## config.mk

```make
export PLATFORM = sky130hd
export DESIGN_NAME = spi_master_flat
export DESIGN_NICKNAME = d
export VERILOG_FILES = /design/src/rtl/spi_master_if.sv /design/src/rtl/spi_master.sv /design/src/flat_wrapper.sv
export SDC_FILE = /design/constraint.sdc
export NUM_CORES = 1
export LEC_CHECK = 0
export ABC_AREA = 1
export CAP_MARGIN = 15
export CELL_PAD_IN_SITES_DETAIL_PLACEMENT = 1
export CELL_PAD_IN_SITES_GLOBAL_PLACEMENT = 2
export CORE_AREA = 2 2 63 94
export CTS_CLUSTER_DIAMETER = 40
export CTS_CLUSTER_SIZE = 40
export DETAILED_ROUTE_END_ITERATION = 8
export DIE_AREA = 0 0 65 96
export GPL_TIMING_DRIVEN = 0
export HOLD_SLACK_MARGIN = 0.02
export PLACE_DENSITY = 0.78
export SYNTH_ARGS = -nofsm -noshare
export SYNTH_HDL_FRONTEND = slang
export SYNTH_SLANG_ARGS = --single-unit
```

## constraint.sdc

```tcl
create_clock -name clk -period 2.6 [get_ports clk]
set_input_delay 0.78 -clock clk [delete_from_list [all_inputs] [get_ports clk]]
set_output_delay 0.78 -clock clk [all_outputs]
set_load 0.005 [all_outputs]
```

## src/rtl/spi_master_if.sv

```systemverilog
// ---------------------------------------------------------------------------
// spi_master_if
//
// Word-level streams between the SPI master and the logic that feeds it.
//   tx_data/tx_last/tx_valid : word to transmit (valid/ready handshake)
//   tx_ready                 : the master accepts the word on this edge
//   rx_data/rx_valid         : received word, rx_valid is a one-cycle strobe
//
// Modports:
//   master : upstream user that offers tx words and consumes rx words
//   slave  : the spi_master block itself
// ---------------------------------------------------------------------------
interface spi_master_if #(
    parameter int DATA_W = 8
);
    logic [DATA_W-1:0] tx_data;
    logic              tx_last;
    logic              tx_valid;
    logic              tx_ready;
    logic [DATA_W-1:0] rx_data;
    logic              rx_valid;

    modport master (
        output tx_data, tx_last, tx_valid,
        input  tx_ready, rx_data, rx_valid
    );

    modport slave (
        input  tx_data, tx_last, tx_valid,
        output tx_ready, rx_data, rx_valid
    );
endinterface

```

## src/rtl/spi_master.sv

```systemverilog
// ---------------------------------------------------------------------------
// spi_master
//
// Mode-0 SPI master (CPOL=0, CPHA=0, MSB first). Words arrive on a
// valid/ready stream and received words leave as a one-cycle strobe.
// Consecutive words are chained under one SS-low transaction until a word
// flagged tx_last completes or no next word is offered at the word boundary.
//
// Ports:
//   clk, reset : single clock, synchronous active-high reset
//   bus        : spi_master_if.slave (tx stream in, rx stream out)
//   busy       : high whenever the FSM is not IDLE
//   SCK        : serial clock, idles low
//   MOSI       : master data out
//   MISO       : slave data in, asynchronous to clk
//   SS         : active-low slave select
//
// Parameters:
//   CLK_DIV : clk cycles per SCK half-period (>= 2)
//   DATA_W  : bits per word (>= 2)
// ---------------------------------------------------------------------------
module spi_master #(
    parameter int CLK_DIV = 4,
    parameter int DATA_W  = 8
) (
    input  logic        clk,
    input  logic        reset,
    spi_master_if.slave bus,
    output logic        busy,
    output logic        SCK,
    output logic        MOSI,
    input  logic        MISO,
    output logic        SS
);
    localparam int DIV_W = (CLK_DIV > 1) ? $clog2(CLK_DIV) : 1;
    localparam int BIT_W = (DATA_W > 1) ? $clog2(DATA_W) : 1;
    localparam logic [DIV_W-1:0] DIV_LAST = DIV_W'(CLK_DIV - 1);
    localparam logic [BIT_W-1:0] BIT_LAST = BIT_W'(DATA_W - 1);

    typedef enum logic [2:0] {IDLE, SETUP, HIGH, LOW, GAP} state_t;

    state_t            state_q, state_d;
    logic [DIV_W-1:0]  div_cnt_q, div_cnt_d;
    logic [BIT_W-1:0]  bit_cnt_q, bit_cnt_d;
    logic [DATA_W-1:0] tx_sh_q, tx_sh_d;
    logic [DATA_W-1:0] rx_sh_q, rx_sh_d;
    logic [DATA_W-1:0] rx_data_q, rx_data_d;
    logic              last_q, last_d;
    logic              sck_q, sck_d;
    logic              mosi_q, mosi_d;
    logic              ss_q, ss_d;
    logic              rx_valid_q, rx_valid_d;
    logic              busy_q, busy_d;
    logic              miso_meta_q, miso_s_q;

    logic div_end;
    logic last_bit;
    logic tx_ready_c;
    logic accept;

    assign div_end  = (div_cnt_q == DIV_LAST);
    assign last_bit = (bit_cnt_q == BIT_LAST);

    // Ready in IDLE, and in the very last cycle of a word when the current
    // word did not end the transaction, so the next word can chain in.
    assign tx_ready_c = !reset &&
                        ((state_q == IDLE) ||
                         (state_q == LOW && div_end && last_bit && !last_q));
    assign accept     = tx_ready_c && bus.tx_valid;

    assign bus.tx_ready = tx_ready_c;
    assign bus.rx_data  = rx_data_q;
    assign bus.rx_valid = rx_valid_q;
    assign busy         = busy_q;
    assign SCK          = sck_q;
    assign MOSI         = mosi_q;
    assign SS           = ss_q;

    always_comb begin
        state_d    = state_q;
        div_cnt_d  = div_cnt_q;
        bit_cnt_d  = bit_cnt_q;
        tx_sh_d    = tx_sh_q;
        rx_sh_d    = rx_sh_q;
        rx_data_d  = rx_data_q;
        last_d     = last_q;
        sck_d      = sck_q;
        mosi_d     = mosi_q;
        ss_d       = ss_q;
        rx_valid_d = 1'b0;

        // Every timed state exits exactly at div_end, so wrapping the
        // counter there is the same as clearing it on each state change.
        if (state_q != IDLE) begin
            div_cnt_d = div_end ? '0 : div_cnt_q + 1'b1;
        end

        case (state_q)
            IDLE: begin
                if (accept) begin
                    tx_sh_d   = bus.tx_data;
                    last_d    = bus.tx_last;
                    mosi_d    = bus.tx_data[DATA_W-1];
                    ss_d      = 1'b0;
                    bit_cnt_d = '0;
                    state_d   = SETUP;
                end
            end
            SETUP: begin
                if (div_end) begin
                    sck_d   = 1'b1;
                    state_d = HIGH;
                end
            end
            HIGH: begin
                if (div_end) begin
                    // Sample as late as possible in the high phase.
                    rx_sh_d = {rx_sh_q[DATA_W-2:0], miso_s_q};
                    sck_d   = 1'b0;
                    state_d = LOW;
                    if (!last_bit) begin
                        tx_sh_d = tx_sh_q << 1;
                        mosi_d  = tx_sh_q[DATA_W-2];
                    end
                end
            end
            LOW: begin
                if (div_end) begin
                    if (!last_bit) begin
                        bit_cnt_d = bit_cnt_q + 1'b1;
                        sck_d     = 1'b1;
                        state_d   = HIGH;
                    end else begin
                        rx_data_d  = rx_sh_q;
                        rx_valid_d = 1'b1;
                        if (accept) begin
                            tx_sh_d   = bus.tx_data;
                            last_d    = bus.tx_last;
                            mosi_d    = bus.tx_data[DATA_W-1];
                            bit_cnt_d = '0;
                            state_d   = SETUP;
                        end else begin
                            ss_d    = 1'b1;
                            mosi_d  = 1'b0;
                            state_d = GAP;
                        end
                    end
                end
            end
            GAP: begin
                if (div_end) begin
                    state_d = IDLE;
                end
            end
            default: begin
                state_d = IDLE;
            end
        endcase

        busy_d = (state_d != IDLE);
    end

    always_ff @(posedge clk) begin
        if (reset) begin
            state_q    <= IDLE;
            div_cnt_q  <= '0;
            bit_cnt_q  <= '0;
            rx_data_q  <= '0;
            last_q     <= 1'b0;
            sck_q      <= 1'b0;
            mosi_q     <= 1'b0;
            ss_q       <= 1'b1;
            rx_valid_q <= 1'b0;
            busy_q     <= 1'b0;
        end else begin
            state_q    <= state_d;
            div_cnt_q  <= div_cnt_d;
            bit_cnt_q  <= bit_cnt_d;
            rx_data_q  <= rx_data_d;
            last_q     <= last_d;
            sck_q      <= sck_d;
            mosi_q     <= mosi_d;
            ss_q       <= ss_d;
            rx_valid_q <= rx_valid_d;
            busy_q     <= busy_d;
        end
    end

    // Shift registers are fully rewritten by every word, and MISO is
    // asynchronous, so none of these need a reset.
    always_ff @(posedge clk) begin
        miso_meta_q <= MISO;
        miso_s_q    <= miso_meta_q;
        tx_sh_q     <= tx_sh_d;
        rx_sh_q     <= rx_sh_d;
    end
endmodule

```

## src/flat_wrapper.sv

```systemverilog
// flat-port wrapper written by rule: the top's interface ports become plain ports
module spi_master_flat 
#(
    parameter int CLK_DIV = 4,
    parameter int DATA_W  = 8
)
  (clk, reset, busy, SCK, MOSI, MISO, SS, bus_tx_data, bus_tx_last, bus_tx_valid, bus_tx_ready, bus_rx_data, bus_rx_valid);
  spi_master_if #(.DATA_W(DATA_W)) bus_i ();
  input  logic clk;
  input  logic reset;
  output logic busy;
  output logic SCK;
  output logic MOSI;
  input  logic MISO;
  output logic SS;
  input wire logic [$bits(bus_i.tx_data)-1:0] bus_tx_data;
  input wire logic [$bits(bus_i.tx_last)-1:0] bus_tx_last;
  input wire logic [$bits(bus_i.tx_valid)-1:0] bus_tx_valid;
  output wire logic [$bits(bus_i.tx_ready)-1:0] bus_tx_ready;
  output wire logic [$bits(bus_i.rx_data)-1:0] bus_rx_data;
  output wire logic [$bits(bus_i.rx_valid)-1:0] bus_rx_valid;
  assign bus_i.tx_data = bus_tx_data;
  assign bus_i.tx_last = bus_tx_last;
  assign bus_i.tx_valid = bus_tx_valid;
  assign bus_tx_ready = bus_i.tx_ready;
  assign bus_rx_data = bus_i.rx_data;
  assign bus_rx_valid = bus_i.rx_valid;
  spi_master #(.CLK_DIV(CLK_DIV), .DATA_W(DATA_W)) u_core (.clk(clk), .reset(reset), .bus(bus_i), .busy(busy), .SCK(SCK), .MOSI(MOSI), .MISO(MISO), .SS(SS));
endmodule
```

==> results.py, run 1 <==
metrics = {
    "run_status": {
        "status": "complete, no violations",
    },
    "worst_hold_path": {
        "hold_depth": 0,
        "min_path_type": "flip-flop to flip-flop",
        "holdPathEnd": "u_core.miso_s_q",
        "hold_start": "u_core.miso_meta_q",
    },
    "synthesis": {
        "synth_simple_gate_area_share": 0.233,
        "ys_async_sr_fraction": 0,
        "synth_top_area_cell": "dfxtp_1",
        "syn_area_mm2": 0.00169,
        "ys_types": 30,
        "synth_edf_count": 15,
        "avgSynthCellArea_um2": 9.54,
        "postSynthCellCount": 177,
        "synth_nets": 193,
        "synth_top_family_by_area": "simple AND/OR/NAND/NOR gates",
        "synth_xor_xnor_area_share": 0,
        "yosysSeqAreaShare": 0.551,
        "synthTopCellsByCount": "nor2_1 (32), dfxtp_1 (24), inv_1 (18), nand2_1 (17), o21ai_0 (16)",
        "yosys.area_share.adder": 0.0222,
        "ys_warn_count": 0,
        "synth.most_common_cell": "nor2_1",
        "synth.ff_latch_count": 39,
        "synth_compound_area_frac": 0.122,
        "netlist.area_leader.share": 0.284,
        "synth_ff_type": "dfxtp_1",
        "synth.mux.area_fraction": 0,
        "synthTopCellsByArea": "dfxtp_1 (28%), edfxtp_1 (27%), nor2_1 (7.1%)",
    },
    "clock_tree": {
        "cts_made_buffers": 5,
        "htree_num_levels": 2,
        "cts-root-buf": "clkbuf_8",
        "clock_latency_ns": 0.29,
        "tritoncts": "done",
        "clkTransAtPathRegs_ns": 0.08,
        "cts_buffer_depth": 2,
        "clock_sinks": 39,
    },
    "setup_path": {
        "required_ns": 1.82,
        "setup.worst_path.start_class": "flip-flop",
        "path_class": "flip-flop to primary output",
        "ff2ff_path_depth": 8,
        "rrSetupSlack_ns": 0.43,
        "r2r-end": "u_core.tx_sh_q[4]",
        "r2r_start": "u_core.state_q[0]",
        "path_max_fanout": 3,
        "cp-end-kind": "primary output",
        "arrival_ns": 1.61,
    },
    "layout": {
        "drive_gt1_frac": 0.215,
        "n_antenna_cell": 0,
        "final_cell_area_mm2": 0.00219,
        "ff_latch_area_um2": 933,
        "fin_util": 0.404,
        "final_cell_count_no_fill": 284,
        "multi_input_area_um2": 677,
        "fillCellCount": 616,
        "area_growth_syn_to_layout_pct": 29.5,
        "final_nets": 229,
    },
    "floorplan": {
        "chipHeight_um": 96,
        "core_area_mm2": 0.00541,
        "fp.dieW_um": 65,
        "die_area_mm2": 0.00624,
        "ios": 27,
        "rows": 33,
        "start_util": 0.312,
    },
    "power": {
        "power.leakage_nw": 0.827,
        "vdd.ir_drop.worst_uv": 265,
        "pwr_density_cell_mw_per_mm2": 548,
        "power_mw": 1.20,
    },
    "detailed_routing": {
        "dr.first_iter.drc_count": 77,
        "drc": 0,
        "vias_per_cell": 4.46,
        "routedWlPerCell_um": 12.3,
        "vias": 1266,
        "routed_wl_mm": 3.49,
        "ant_nets": 0,
        "first_pass_iters": 4,
    },
    "global_routing": {
        "grt.total_usage": 0.131,
        "grt_max_degree": 14,
        "grt_pass1_vias": 1319,
        "overflow": 0,
        "antenna_found_initial": 0,
        "grt_pass1_wl_mm": 6.17,
    },
    "sta": {
        "skew_ns": 0.00951,
        "rsz0062_at_grt": "false",
        "fin_crit_sh": 0.920,
        "finalSetupViolCount": 0,
        "post-route-min-period_ns": 2.39,
        "tightest_slew_ns": 0.572,
        "slew_violations": 0,
        "whs_ns": 0.333,
        "finalHoldViolCount": 0,
        "setup_tns_ns": 0,
        "setup_slack_ns": 0.209,
        "fmax_mhz": 418,
        "max_slew_margin": 0.619,
    },
    "placed_design": {
        "io_buffers": 25,
        "gp_congestion": 0.727,
        "dpl.cell_count": 272,
        "dpl.hpwl_mm": 2.64,
        "placed_area_mm2": 0.00203,
        "pre_cts_slack_ns": -0.161,
    },
    "run": {
        "drv_cap": 0,
    },
}
[cell type report]
cell class                      instances  area share
Tap cell                               70      0.0400
Clock buffer                            5      0.0315
Timing Repair Buffer                   29       0.128
Multi-Input combinational cell        113       0.309
Sequential cell                        39       0.427
Buffer                                  4      0.0143
Clock inverter                          3     0.00858
Inverter                               21      0.0418
[cell families (layout without fill, tap and decap cells)]
logic type | after synthesis | after routing
DFF | 39 | 39
AOI/OAI and AO/OA | 34 | 34
and+or+nand+nor | 76 | 76
adders and majority gates | 3 | 3
buffers and inverters | 25 | 62
[worst max path at each step]
stage                         from                end  slack, ns
6_report       u_core.bit_cnt_q[0]       bus_tx_ready       0.21
5_1_grt        u_core.bit_cnt_q[1]       bus_tx_ready       0.14
4_1_cts        u_core.bit_cnt_q[0]       bus_tx_ready       0.20
3_5_place_dp                 reset       bus_tx_ready      -0.16
3_3_place_gp                 reset       bus_tx_ready      -0.14
2_1_floorplan                reset  u_core.tx_sh_q[1]       0.47
[layout by cell type (no fill, tap or decap), types with 2 or more instances in the layout]
| cell | netlist | layout |
|---|---|---|
| nand2_1 | 17 | 17 |
| nand2_2 | 6 | 6 |
| clkbuf_8 | 0 | 5 |
| clkdlybuf4s50_1 | 0 | 24 |
| a21oi_1 | 5 | 5 |
| nor2_1 | 32 | 32 |
| o21ai_0 | 16 | 16 |
| dfxtp_2 | 0 | 2 |
| edfxtp_1 | 15 | 15 |
| dfxtp_1 | 24 | 22 |
| inv_1 | 18 | 17 |
| nand2_4 | 3 | 3 |
| a21oi_2 | 4 | 4 |
| buf_4 | 0 | 4 |
| nand3_1 | 6 | 6 |
| buf_6 | 2 | 2 |
| inv_2 | 2 | 3 |
| ha_4 | 0 | 3 |
| nor3_1 | 2 | 2 |
| o21ai_1 | 5 | 5 |
| nor2_4 | 3 | 3 |
[sequential cells by signal, indices dropped and copies added, names as in the netlist, 2 cells and up]
name	flops
u_core.bus.rx_data	8
u_core.bit_cnt_q	3
u_core.state_q	3
u_core.rx_sh_q	8
u_core.tx_sh_q	7
u_core.div_cnt_q	2
[power by group]
part	internal [mW]	switching, mW	leakage, nW
Sequential	0.656	0.0134	0.335
Clock	0.187	0.219	0.0445
Combinational	0.0591	0.0640	0.448
[critical path, stage by stage (launching register included)]
cell	delay, ns
dfxtp_2	0.34
ha_4	0.16
ha_4	0.15
nand2_1	0.08
inv_2	0.05
nand2_4	0.07
nand2_4	0.05
and2_4	0.16
dlygate4sd2_1	0.25
[metal layers]
layer	vias up	track usage	wire, µm
met5	-	0	0
met4	0	0.0585	42
met3	3	0.0281	93
met2	17	0.233	1890
met1	595	0.148	1460
li1	651	-	-
[what timing repair did]
item                                   4_1_cts  5_1_grt
setup endpoints to repair                    1        0
resized for setup                           12        0
setup buffers                                4        0
hold buffers                                 0        0
endpoints found under the hold margin        0        0
Power figures use the tool's default switching activity.
==> run 2: changes to the inputs <==
SLEW_MARGIN = 40   (was unset)
==> results of run 2 <==
The final DEF is identical to that of run 1; final timing and power are the same.
==> run 3: changes to the inputs <==
PLACE_DENSITY = 0.74   (was 0.78)
==> results.py, run 3 (same netlist as run 1, synthesis figures left out) <==
metrics = {
    "setup_path": {
        "setup.worst_path.start_class": "flip-flop",
        "r2r-end": "u_core.tx_sh_q[3]",
        "path_max_fanout": 3,
        "rrSetupSlack_ns": 0.43,
        "cp_num_buf_inv": 2,
        "crit_chain": "ha_4 -> ha_4 -> nand2_2 -> inv_2 -> nand2_4 -> nand2_4 -> and2_4 -> dlygate4sd2_1",
        "crit_family": "simple AND/OR/NAND/NOR gates",
        "slowest_delay_ns": 0.34,
        "required_ns": 1.82,
        "crit_slowest_cell": "dfxtp_2",
        "arrival_ns": 1.62,
        "path_class": "flip-flop to primary output",
        "cp-end-kind": "primary output",
        "r2r_start": "u_core.bit_cnt_q[0]",
        "ff2ff_path_depth": 10,
    },
    "floorplan": {
        "fp.dieW_um": 65,
        "start_util": 0.312,
        "rows": 33,
        "chipHeight_um": 96,
        "die_area_mm2": 0.00624,
        "core_area_mm2": 0.00541,
        "ios": 27,
    },
    "sta": {
        "rsz0062_at_grt": "false",
        "finalSetupViolCount": 0,
        "finalHoldViolCount": 0,
        "skew_ns": 0.00683,
        "setup_slack_ns": 0.198,
        "post-route-min-period_ns": 2.40,
        "max_slew_margin": 0.611,
        "slew_violations": 0,
        "fin_crit_sh": 0.924,
        "fmax_mhz": 416,
        "tightest_slew_ns": 0.583,
        "setup_tns_ns": 0,
    },
    "clock_tree": {
        "cts_buffer_depth": 2,
        "htree_num_levels": 2,
        "clock_sinks": 39,
        "cts_made_buffers": 5,
        "tritoncts": "done",
        "cts-root-buf": "clkbuf_8",
        "clock_latency_ns": 0.29,
        "clkTransAtPathRegs_ns": 0.08,
    },
    "layout": {
        "ff_latch_area_um2": 936,
        "fillCellCount": 628,
        "layout_commonest_cell": "nor2_1",
        "drive_gt1_frac": 0.224,
        "most-common-layout-cells": "nor2_1 (32), clkdlybuf4s50_1 (24), dfxtp_1 (20)",
        "final_nets": 229,
        "n_antenna_cell": 0,
        "fin_util": 0.410,
        "area_growth_syn_to_layout_pct": 31.4,
        "multi_input_area_um2": 679,
    },
    "placed_design": {
        "gp_congestion": 0.834,
        "pre_cts_slack_ns": -0.132,
        "io_buffers": 25,
        "dpl.hpwl_mm": 2.93,
    },
    "global_routing": {
        "met1_usage": 0.147,
        "gr-usage-met3": 0.0316,
        "grt-busiest-layer": "met2",
        "grt_max_degree": 15,
        "grt.total_usage": 0.142,
        "overflow": 0,
        "grt_pass1_vias": 1409,
        "grt_use_met2": 0.276,
        "antenna_found_initial": 0,
        "grt_pass1_wl_mm": 6.68,
    },
    "worst_hold_path": {
        "holdPathEnd": "u_core.miso_s_q",
        "hold_start": "u_core.miso_meta_q",
        "min_path_type": "flip-flop to flip-flop",
        "hold_depth": 0,
    },
    "run": {
        "drv_cap": 0,
    },
    "detailed_routing": {
        "routed_wl_mm": 3.87,
        "dr.first_iter.drc_count": 41,
        "routedWlPerCell_um": 13.6,
        "drc": 0,
        "first_pass_iters": 2,
        "vias": 1309,
        "ant_nets": 0,
        "vias_per_cell": 4.61,
    },
    "power": {
        "vdd.ir_drop.worst_uv": 299,
        "pwr_density_cell_mw_per_mm2": 591,
        "power.leakage_nw": 0.841,
    },
    "run_status": {
        "status": "complete, no violations",
    },
}
## run 3: cell types whose count changed in the layout (fill, tap and decap cells not counted), sizes merged
cell and delta:
bufinv +1, clkinvlp -1
## run 3: metal layers
layer	part of all wire	wire, µm
met5	0	0
met4	0.016	62
met3	0.033	127
met2	0.56	2180
met1	0.39	1490
## run 3: cell type report
class / instances / share of cell area
buffer: 4 / 0.0135
clock buffer: 5 / 0.0310
clock inverter: 3 / 0.0214
inverter: 21 / 0.0411
multi-input combinational: 113 / 0.306
sequential: 39 / 0.422
tap: 70 / 0.0395
timing repair buffer: 29 / 0.126
## run 3: worst max-delay path by stage
stage / from / end / slack, ns / depth (start not counted)
after floorplan: reset / u_core.tx_sh_q[1] / 0.47 / 5
after global placement: reset / bus_tx_ready / -0.13 / 4
after detailed placement: reset / bus_tx_ready / -0.13 / 4
after CTS: u_core.bit_cnt_q[1] / bus_tx_ready / 0.18 / 8
after global routing: u_core.bit_cnt_q[0] / bus_tx_ready / 0.11 / 8
final: u_core.bit_cnt_q[1] / bus_tx_ready / 0.20 / 8
## run 3: repair_timing
action	CTS	global route
resized for setup	14	0
hold buffers	0	0
buffers inserted	4	0
setup endpoints to repair	1	0
endpoints found under the hold margin	0	0
## run 3: stage by stage
| step | hold WS [ns] | cells | power (mW) | instance area, µm² |
|---|---|---|---|---|
| final | 0.331 | 284 | 1.31 | 2220 |
| after global routing | 0.353 | 284 | 1.37 | 2220 |
| after CTS | 0.336 | 284 | 1.33 | 2220 |
| after detailed placement | 0.316 | 272 | 0.802 | 2030 |
| after global placement | 0.309 | 272 | 0.797 | 2030 |
| after floorplan | 0.310 | 177 | 0.749 | 1690 |
## run 3: where the power goes
| part | total, mW | switching, mW | internal, mW |
|---|---|---|---|
| combinational | 0.124 | 0.0650 | 0.0588 |
| sequential | 0.670 | 0.0137 | 0.657 |
| clock | 0.518 | 0.227 | 0.291 |
| total | 1.31 | 0.306 | 1.01 |
